## config.mk

```make
export PLATFORM = sky130hd
export DESIGN_NAME = ex_div
export DESIGN_NICKNAME = d
export VERILOG_FILES = /design/src/rtl/ex_div_pkg.sv /design/src/rtl/ex_div.sv
export SDC_FILE = /design/constraint.sdc
export NUM_CORES = 1
export LEC_CHECK = 0
export BUFFER_PORTS_ARGS = -buffer_cell sky130_fd_sc_hd__buf_2
export CAP_MARGIN = 20
export CELL_PAD_IN_SITES_DETAIL_PLACEMENT = 0
export CELL_PAD_IN_SITES_GLOBAL_PLACEMENT = 1
export CORE_MARGIN = 8
export CORE_UTILIZATION = 45
export DETAILED_ROUTE_END_ITERATION = 12
export GPL_TIMING_DRIVEN = 1
export PLACE_DENSITY_LB_ADDON = 0.1
export SLEW_MARGIN = 20
export SYNTH_ARGS = -nofsm -noshare
export SYNTH_HDL_FRONTEND = slang
export SYNTH_SLANG_ARGS = --single-unit
```

## constraint.sdc

```tcl
create_clock -name clk -period 5.95 [get_ports clk]
set_input_delay 1.19 -clock clk [delete_from_list [all_inputs] [get_ports clk]]
set_output_delay 1.19 -clock clk [all_outputs]
set_load 0.02 [all_outputs]
```

## src/rtl/ex_div_pkg.sv

```systemverilog
// rtl/ex_div_pkg.sv - shared divider state, result-ready and DIV/DIVU op constants
package ex_div_pkg;

    typedef enum logic [1:0] {
        DIV_FREE   = 2'b00,
        DIV_BYZERO = 2'b01,
        DIV_ON     = 2'b10,
        DIV_END    = 2'b11
    } div_state_t;

    localparam logic DIV_RESULT_READY     = 1'b1;
    localparam logic DIV_RESULT_NOT_READY = 1'b0;

    localparam logic [7:0] EXE_DIV_OP  = 8'b00011010;
    localparam logic [7:0] EXE_DIVU_OP = 8'b00011011;

endpackage

```

## src/rtl/ex_div.sv

```systemverilog
// rtl/ex_div.sv - iterative radix-2 restoring divider for the EX stage
module ex_div
    import ex_div_pkg::*;
#(
    parameter int WIDTH = 32
) (
    input  logic               clk,
    input  logic               rst,
    input  logic               signed_div_i,
    input  logic [WIDTH-1:0]   opdata1_i,
    input  logic [WIDTH-1:0]   opdata2_i,
    input  logic               start_i,
    input  logic               annul_i,
    output logic [2*WIDTH-1:0] result_o,
    output logic               ready_o
);

    localparam int CW = $clog2(WIDTH);
    localparam logic [CW-1:0] LAST_STEP = CW'(WIDTH - 1);

    div_state_t         state, state_n;
    logic [CW-1:0]      cnt, cnt_n;
    logic [2*WIDTH:0]   acc, acc_n;          // {partial remainder, quotient being shifted in}
    logic [WIDTH-1:0]   divisor, divisor_n;  // divisor magnitude
    logic               neg_q, neg_q_n;      // quotient must be negated at the final write
    logic               neg_r, neg_r_n;      // remainder takes the dividend's sign
    logic [2*WIDTH-1:0] result_n;
    logic               ready_n;

    logic [2*WIDTH:0]   acc_shift, acc_step;
    logic [WIDTH:0]     window, diff;
    logic               fits;
    logic [WIDTH-1:0]   quo_fin, rem_fin;
    logic [WIDTH-1:0]   mag1, mag2;

    // One shift-subtract step plus operand magnitudes and final sign fix-up
    always_comb begin
        acc_shift = acc << 1;
        window    = acc_shift[2*WIDTH:WIDTH];
        diff      = window - {1'b0, divisor};
        fits      = (window >= {1'b0, divisor});
        acc_step  = acc_shift;
        if (fits) begin
            acc_step[2*WIDTH:WIDTH] = diff;
            acc_step[0]             = 1'b1;
        end
        quo_fin = neg_q ? -acc_step[WIDTH-1:0]       : acc_step[WIDTH-1:0];
        rem_fin = neg_r ? -acc_step[2*WIDTH-1:WIDTH] : acc_step[2*WIDTH-1:WIDTH];
        mag1    = (signed_div_i && opdata1_i[WIDTH-1]) ? -opdata1_i : opdata1_i;
        mag2    = (signed_div_i && opdata2_i[WIDTH-1]) ? -opdata2_i : opdata2_i;
    end

    // Next-state and next-output decisions for the divide sequence
    always_comb begin
        state_n   = state;
        cnt_n     = cnt;
        acc_n     = acc;
        divisor_n = divisor;
        neg_q_n   = neg_q;
        neg_r_n   = neg_r;
        result_n  = result_o;
        ready_n   = ready_o;
        case (state)
            DIV_FREE: begin
                if (start_i && !annul_i) begin
                    cnt_n     = '0;
                    acc_n     = {{(WIDTH+1){1'b0}}, mag1};
                    divisor_n = mag2;
                    neg_q_n   = signed_div_i && (opdata1_i[WIDTH-1] ^ opdata2_i[WIDTH-1]);
                    neg_r_n   = signed_div_i && opdata1_i[WIDTH-1];
                    state_n   = (opdata2_i == '0) ? DIV_BYZERO : DIV_ON;
                end
            end
            DIV_BYZERO: begin
                if (annul_i) begin
                    state_n = DIV_FREE;
                end else begin
                    result_n = '0;
                    ready_n  = DIV_RESULT_READY;
                    state_n  = DIV_END;
                end
            end
            DIV_ON: begin
                if (annul_i) begin
                    state_n = DIV_FREE;
                end else begin
                    acc_n = acc_step;
                    cnt_n = cnt + 1'b1;
                    if (cnt == LAST_STEP) begin
                        result_n = {rem_fin, quo_fin};
                        ready_n  = DIV_RESULT_READY;
                        state_n  = DIV_END;
                    end
                end
            end
            DIV_END: begin
                // annul is deliberately ignored here: the result is already committed
                if (!start_i) begin
                    result_n = '0;
                    ready_n  = DIV_RESULT_NOT_READY;
                    state_n  = DIV_FREE;
                end
            end
            default: state_n = DIV_FREE;
        endcase
    end

    // State, datapath and registered outputs with asynchronous clear
    always_ff @(posedge clk or negedge rst) begin
        if (!rst) begin
            state    <= DIV_FREE;
            cnt      <= '0;
            acc      <= '0;
            divisor  <= '0;
            neg_q    <= 1'b0;
            neg_r    <= 1'b0;
            result_o <= '0;
            ready_o  <= DIV_RESULT_NOT_READY;
        end else begin
            state    <= state_n;
            cnt      <= cnt_n;
            acc      <= acc_n;
            divisor  <= divisor_n;
            neg_q    <= neg_q_n;
            neg_r    <= neg_r_n;
            result_o <= result_n;
            ready_o  <= ready_n;
        end
    end

endmodule

```

=== After elaboration in Yosys (flattened, before gate mapping) ===
Cells that the tools add are included.

* Output and inout port bits: 65
* RAM bits: 0
* Memories: 0
* Latch bits: 0
* Logic and storage cells: 68
* Input port bits: 69
* Bits in read-only memories: 0
* Register bits: 170

* $add $sub $neg: 6
* Magnitude comparators: 1
* Divide/modulo/power cells: 0
* Reduce and logical (&&, ||, !) cells: 13
* Equal/unequal tests: 10
* Shift operators: 0
* Multiply operators: 0
* Multiplexer cells: 29
* Bitwise operators: 1

{| class="wikitable"
|+ Operators by type and width
! operator !! count
|-
| 2-to-1 mux 64 bit || 6
|-
| one-hot mux 64 bit (3 select lines) || 1
|-
| 2-to-1 mux 32 bit || 5
|-
| negation 32 bit || 4
|-
| one-hot mux 64 bit (2 select lines) || 1
|-
| >= comparator 33 x 32 -> 1 bit || 1
|-
| logical NOT 32 bit || 1
|-
| subtractor 32 bit || 1
|-
| 2-to-1 mux 2 bit || 6
|-
| 2-to-1 mux 5 bit || 2
|-
| != test 2 bit, second input constant || 5
|-
| one-hot mux 5 bit (2 select lines) || 1
|-
| one-hot mux 2 bit (4 select lines) || 1
|-
| AND reduction 3 bit || 2
|-
| adder 5 x 1 -> 5 bit, second input constant || 1
|-
| == test 5 bit, second input constant || 1
|-
| 2-to-1 mux 1 bit || 5
|-
| AND reduction 5 bit || 1
|-
| == test 2 bit, second input constant || 2
|-
| logical AND 1 bit || 4
|-
| != test 3 bit, second input constant || 1
|-
| one-hot mux 1 bit (3 select lines) || 1
|-
| nonzero test 3 bit || 1
|-
| == test 2 x 1 -> 1 bit, second input constant || 1
|-
| 5 further kinds || 5
|}

=== Depth between registers and ports, before layout ===
Gate-level depths: netlist of the first run.

* Word-level depth: 7
* Mapped depth: 23
* Mapped depth without buffers: 19

=== Least setup slack after synthesis of the first run ===
OpenSTA, ideal clock, no wires.

* Path kind: register to register
* From: reg acc[41]
* To: reg result_o[60]
* Buffers on the path: 5
* Arrival: 4.801 ns
* Setup time: 0.124 ns
* Stages on the path, launching flop included: 23
* Period minus slack after synthesis: 4.924 ns
* Required time: 5.826 ns
* Path slack: 1.026 ns
* Cells stage by stage: dfrtp_1 > ha_1 > buf_4 > and3_1 > and3b_1 > o21a_1 > o211ai_1 > nand3_1 > buf_6 > clkbuf_1 > clkbuf_8 > clkbuf_1 > o21ai_0 > ha_1 > nor2b_1 > nand2_1 > or4_2 > or4_2 > o41ai_4 > nand4_2 > o21ai_1 > xnor2_1 > o21ai_1

* Cells in the longest elaborated chain, start to end: 7
* Elaborated cells between the ends (all ways): 8
* Those cells by class: 2 x add/sub; 1 x order compare; 5 x mux

{| class="wikitable"
|+ Ends and longest elaborated chain
! item !! line !! source
|-
| start, declared || ex_div.sv:23 || <nowiki>logic [2*WIDTH:0] acc, acc_n;</nowiki>
|-
| start signal, assigned || ex_div.sv:122 || <nowiki>acc <= acc_n;</nowiki>
|-
| subtractor 32 bit / >= comparator 33 x 32 -> 1 bit (equally long branches) || ex_div.sv:40, ex_div.sv:41 ||
|-
| 2-to-1 mux 32 bit (*) || ex_div.sv:43 || <nowiki>if (fits) begin</nowiki>
|-
| negation 32 bit || ex_div.sv:48 || <nowiki>rem_fin = neg_r ? -acc_step[2*WIDTH-1:WIDTH] : acc_step[2*WIDTH-1:WIDTH];</nowiki>
|-
| 2-to-1 mux 32 bit (*) || ex_div.sv:48 ||
|-
| 2-to-1 mux 64 bit (*) || ex_div.sv:89 || <nowiki>if (cnt == LAST_STEP) begin</nowiki>
|-
| 2-to-1 mux 64 bit (*) || ex_div.sv:84 || <nowiki>if (annul_i) begin</nowiki>
|-
| one-hot mux 64 bit (3 select lines) (*) || ex_div.sv:63 || <nowiki>case (state)</nowiki>
|-
| end signal, assigned || ex_div.sv:126 || <nowiki>result_o <= result_n;</nowiki>
|-
| end, declared || ex_div.sv:14 || <nowiki>output logic [2*WIDTH-1:0] result_o,</nowiki>
|}

Mark *: on every way between the ends. The rest lies on a longest branch, timed or not. The select of a mux whose other input is x is not followed.
A chain may end at the register's enable or synchronous reset.

=== Worst setup path after layout of the first run ===
Ends and elaborated chain as after synthesis.

==> metrics.txt, run 1 <==
vias in the first global route 10,520; diodes inserted 0; Peak supply drop 0.2736 mV; most common cell in the netlist nand2_1; DRT iter0 DRCs 850; Mapped Nets 1,632; largest net degree at the start of global routing around 100; CTS clock-pin slew for the worst setup and hold paths ~0.08 ns; CTS sink count 170; Vias 11,310; fin util 51.15%; DR WL/cell between 15 and 20 um; post-cts resize count 0; wire length of the first global-routing pass 59,430 um; worst flop-to-flop path endpoint result_o[60]; post-route antenna net violation count 0; kind of critical path register to register; GP Congestion 0.9155; Die Wd 181.3 um; clk buf depth 2; CP arrival 5.61 ns; Die H 181.3 um; full die area approximately 33,000 sq um; P_leak approximately 6.2 nW; gr usage total about 22%; Hold-fix buffers, CTS 0; final hold violation count 0; residual DRC count 0; hold path startpoint result_o[37]; Max-slew headroom 27.44%; RR Startpoint acc[41]; Async SR Flop Fraction 100.0%; HPWL Detailed about 28,000 um; initial antenna violation count 2; Place WS around 0.7 ns; Tmin final 5.282 ns; Req. time, crit path between 6 and 7 ns; GRT overflow 0; CP endpoint kind register; Hold EP result_o[37]; Worst-Margin Slew around 1.1 ns; EDFF count, synth 0; initial core utilization 45.75%; CTS root buffer clkbuf_16; top post-synthesis cells by area dfrtp_1 (35%), o21ai_0 (8.5%), nand2_1 (6.7%); Port Buffers approximately 130; Core Box Area between 20,000 and 30,000 sq um; crit share post-route 88.77%; Slew Limit Fails 0; P&R area growth vs syn 11.79%; leading area contributor after synthesis dfrtp_1; Syn Area/Cell slightly above 8 sq um; final setup vio count 0; Synth top area share between 30% and 40%; htree depth 4; TritonCTS clock tree done; FF+latch count, synth 170; status finished clean; post-route clock skew 0.01920 ns; Ports approximately 130; f_max ~190 MHz; first-pass iteration count of the detailed router 8; clock latency on the worst-skew pair ~0.45 ns; layout cells sized above 1 13.61%; Post-synth top cells nand2_1 (218), o21ai_0 (209), dfrtp_1 (170), a21oi_1 (103), nor2_1 (97); nets approximately 1,700; synthesized cell area roughly 12,000 sq um; # rows 60; synthesized instance count between 1,500 and 2,000; worst min-delay path class register to register; Main synth FF type dfrtp_1; drt total wl approximately 37,000 um; Setup TNS Final 0 ns; R2R depth 18; Startpoint Class register; crit path max fanout 15; RSZ-0062 raised after global routing no; Pwr Density 649.5 nW/um^2; Vias/cell roughly 5.8; reg-to-reg slack, setup 0.67 ns; post-synthesis sequential area ratio 34.60%; WHS Path Cells 2; Post-CTS Setup Bufs 0; Yosys Warn Count 0; MaxCap Viol Count 0; fin worst setup slack ~0.67 ns; Num CTS Buffers 17; Unique masters post-synth 85
## routing by layer
metal | wire length [um] | GRT usage (%) | vias to the layer above
li1 | - | - | 5548
met1 | 19310 | 35.15 | 5343
met2 | 14680 | 30.68 | 381
met3 | 2771 | 4.173 | 31
met4 | 314 | 4.034 | 4
met5 | 23 | 0 | -
## worst max-delay path: stages, from the launching register on
cell      delay (ns)
dfrtp_1         0.45
ha_1            0.48
and3_1          0.32
and3b_1         0.23
o21a_1          0.15
o211ai_1        0.22
nand3_2         0.29
inv_1           0.18
mux2i_1         0.29
ha_1            0.26
nor2b_1         0.26
nand2_1         0.12
or4_2           0.56
or4_2           0.65
o41ai_4         0.12
nand4_2         0.18
o21ai_1         0.19
xnor2_1         0.14
o21ai_1         0.07
## registers in the layout, summed over array words and instances (netlist names)
signal	flops
neg_q	1
neg_r	1
acc	64
divisor	32
result_o	64
state	2
cnt	5
ready_o	1
## area by class of cell
type,instances,area (sq um)
Fill cell,2678,13130
Clock buffer,17,425.4
Multi-Input combinational cell,1208,7448
Sequential cell,170,4254
Clock inverter,15,205.2
Timing Repair Buffer,144,779.5
Tap cell,341,426.7
Inverter,55,206.4
## power breakdown
part | leakage, nW | switching [mW] | internal [mW]
clock | 0.300 | 0.622 | 0.587
combinational | 3.68 | 3.82 | 2.04
sequential | 2.24 | 0.389 | 1.47
## worst max-delay path by stage
stage / from / to / cells past startpoint / slack (ns)
floorplan: acc[41] / result_o[60] / 22 / 1.03
global placement: acc[41] / result_o[60] / 18 / 0.75
detailed placement: acc[41] / result_o[62] / 18 / 0.70
CTS: acc[41] / result_o[62] / 18 / 0.68
global route: acc[41] / result_o[62] / 18 / 0.43
finish: acc[41] / result_o[60] / 18 / 0.67
## cell usage in the layout (no fill, tap or decap), types with 7 or more instances in the layout
cell type and n:
nand2_1 218, o21ai_0 208, dfrtp_1 170, buf_2 132, a21oi_1 103, nor2_1 96
xor2_1 80, xnor2_1 62, inv_1 53, nand3_1 49, ha_1 42, nor3_1 30
mux2i_1 25, o21ai_1 22, o31ai_1 22, or3_1 20, clkbuf_16 17, nor4_1 16
nand4_1 15, nand2b_1 14, or4_1 13, a21o_1 11, and3_1 10, a31oi_1 10
o41ai_1 10, and2_1 9, buf_4 9, a22oi_1 8, o211ai_1 8, o21a_1 7
## stage by stage
step | total power [mW] | instance area (sq um) | std cells | hold slack [ns]
final | 8.927 | 13750 | 1950 | 0.4766
after global routing | 9.605 | 13750 | 1950 | 0.4984
after CTS | 8.860 | 13740 | 1950 | 0.4820
after detailed placement | 7.640 | 13110 | 1918 | 0.4646
after global placement | 7.621 | 13090 | 1917 | 0.4571
after floorplan | 6.104 | 12300 | 1519 | 0.4453
## kinds of logic (layout without fill, tap and decap cells)
kind of cell | count (synthesis) | in the layout | share of synthesized area [%]
AO/OA/AOI/OAI | 464 | 464 | 22.78
XOR/XNOR | 144 | 144 | 10.47
adder cells (fa/ha/maj) | 44 | 44 | 4.539
buffers and inverters | 141 | 231 | 5.068
flip-flops | 170 | 170 | 34.60
multiplexers | 27 | 27 | 2.218
AND/OR/NAND/NOR | 529 | 529 | 20.32
Power figures use the tool's default switching activity.
==> run 2, diff against run 1 <==
- CORE_MARGIN: 8 -> 2
- SKIP_CTS_REPAIR_TIMING: not set -> 1
==> run 2 against run 1 <==
Worst hold slack got worse by 0.0028 ns. Power fell by 0.94%. Cell area fell by 0.20%. Sequential power barely moved. Critical path type unchanged. Largest power group unchanged. Cell count rose by 0.10%. Register-to-register slack improved by 0.29 ns. Die area fell by 13%. Sequential cell count did not move. Via count fell by 0.99%. Utilization fell by 0.10 points.
==> metrics.txt, run 2 (synthesized netlist as in run 1, its figures left out) <==
status finished clean; P&R area growth vs syn 11.57%; Seq pwr share 21.1% (+0.3 points); clock latency on the worst-skew pair 0.44 ns (about the same); Worst-Margin Slew 1.024 ns (-0.06463 ns); MaxCap Viol Count 0 (unchanged); # rows 60 (unchanged); Internal 4.079 mW (-0.35%); diodes inserted 0 (unchanged); RR Startpoint acc[41]; RSZ-0062 raised after global routing no; largest net degree at the start of global routing 98 (-5.8%); CTS sink count 170 (unchanged); fin util 51.04% (-0.10 points); Num CTS Buffers 17 (unchanged); CP arrival 5.32 ns (-0.29 ns); initial core utilization 45.75% (unchanged); top routing layer in use met4; P_leak 6.210 nW (-0.15%); Vias 11,200 (-0.99%); Pwr Density 644.7 nW/um^2 (-0.74%); nets 1,711 (+0.12%); TritonCTS clock tree done; Setup TNS Final 0 ns (unchanged); largest registers acc x64, result_o x64, divisor x32; CP Launch Point acc[41]; Clk pwr share 12.9% (-0.6 points); GRT overflow 0 (unchanged); CP endpoint result_o[62]; kind of critical path register to register; Comb power frac 66.0% (+0.4 points); Peak supply drop 0.3710 mV (+36%); Sw Ratio 53.87% (-0.27 points); DR WL/cell 18.49 um (-2.8%); Die H 169.3 um (-6.6%); Core Box Area 26,880 sq um (unchanged); Ports 134 (unchanged); met3 WL post-DR 2443 um (-12%); Layout fillers 2,639 (-1.5%); gr usage total 25.52% (+3.3 points); Max-slew headroom 31.75% (+4.3 points); htree depth 4 (unchanged); CTS clock-pin slew for the worst setup and hold paths 0.08 ns (about the same); R2R depth 18 (unchanged); post-route clock skew 0.01316 ns (-0.006040 ns); Port Buffers 133 (unchanged); met1 wire length 19,130 um (-0.96%); Die Wd 169.3 um (-6.6%); DRT iter0 DRCs 930 (+9.4%); crit path max fanout 8 (-7); first-pass iteration count of the detailed router 6 (-2); Req. time, crit path 6.28 ns (about the same); Startpoint Class register; initial antenna violation count 1 (-1); GP Congestion 0.9010 (-1.6%); CTS root buffer clkbuf_16; full die area 28,660 sq um (-13%); drt total wl 36,090 um (-2.7%); Tmin final 4.996 ns (-0.2866 ns); Slew Limit Fails 0 (unchanged); vias in the first global route 10,140 (-3.7%); Vias/cell 5.735 (-1.1%); worst flop-to-flop path endpoint result_o[62]; final hold violation count 0 (unchanged); clk buf depth 2 (unchanged); CP endpoint kind register; post-route antenna net violation count 0 (unchanged); most frequent cells in the layout nand2_1 (218), o21ai_0 (208), dfrtp_1 (170); worst min-delay path class register to register; reg-to-reg slack, setup 0.95 ns (+0.29 ns); HPWL Detailed 27,340 um (-2.6%); NetSw 4.764 mW (-1.4%); f_max 200.2 MHz (+5.7%); layout cells sized above 1 13.66% (+0.045 points); WL met2 14,220 um (-3.1%); crit share post-route 83.96% (-4.8 points); final setup vio count 0 (unchanged); wire length of the first global-routing pass 57,730 um (-2.9%); residual DRC count 0 (unchanged); most common cell after layout, fill and taps aside nand2_1; final total power 8.844 mW (-0.94%)
-- run 2: changes by cell type in the layout (fill, tap and decap cells not counted), moves of 2 or more --
cell,change
clkinv_8,-2
clkinv_4,+2
inv_8,+3
buf_4,+3
inv_12,-3
-- run 2: routing by layer --
metal	vias to the layer above	GRT usage, %
li1	5574	-
met1	5225	42.69
met2	375	34.25
met3	21	3.521
met4	0	4.757
met5	-	0
-- run 2: critical path: stages, from the launching register on --
cell and delay [ns]:
dfrtp_1 0.44, ha_1 0.47, and3_1 0.31, and3b_1 0.22, o21a_1 0.14, o211ai_1 0.23, nand3_2 0.18, inv_1 0.12
mux2i_1 0.30, ha_1 0.25, nor2b_1 0.22, nand2_1 0.10, or4_2 0.56, or4_2 0.61, o41ai_4 0.11, nand4_2 0.19
o21ai_1 0.20, xnor2_1 0.14, o21ai_1 0.07
-- run 2: cell type report --
type | count | area (sq um) | share of cell area (%)
inverters | 55 | 206.4 | 1.505
repair buffers | 146 | 782.0 | 5.700
well taps | 341 | 426.7 | 3.110
flip-flops and latches | 170 | 4254 | 31.01
clock inverters | 15 | 173.9 | 1.268
multi-input cells | 1208 | 7450 | 54.30
clock buffers | 17 | 425.4 | 3.101
-- run 2: how the worst min path moves through the flow --
stage,start,end,slack [ns],cells after the start
2_1_floorplan,cnt[4],cnt[4],0.45,2
3_3_place_gp,result_o[55],result_o[55],0.46,2
3_5_place_dp,result_o[11],result_o[11],0.46,2
4_1_cts,result_o[11],result_o[11],0.48,2
5_1_grt,divisor[22],divisor[22],0.50,2
6_report,result_o[11],result_o[11],0.47,2
-- run 2: stage by stage --
| stage | std cells | hold WS (ns) | setup slack (ns) | area (sq um) |
|---|---|---|---|---|
| 3_5_place_dp | 1920 | 0.4648 | 0.9814 | 13110 |
| 2_1_floorplan | 1519 | 0.4453 | 1.026 | 12300 |
| 3_3_place_gp | 1919 | 0.4562 | 1.025 | 13090 |
| 5_1_grt | 1952 | 0.5000 | 0.5660 | 13720 |
| 4_1_cts | 1952 | 0.4829 | 0.9634 | 13710 |
| 6_report | 1952 | 0.4738 | 0.9545 | 13720 |
-- run 2: power by group through the flow --
stage | Clock [mW] | Combinational (mW) | Sequential, mW
2_1_floorplan | 0 | 4.38 | 1.72
3_3_place_gp | 0 | 5.71 | 1.86
3_5_place_dp | 0 | 5.71 | 1.88
4_1_cts | 1.16 | 5.75 | 1.86
5_1_grt | 1.21 | 6.45 | 1.92
6_report | 1.14 | 5.84 | 1.87
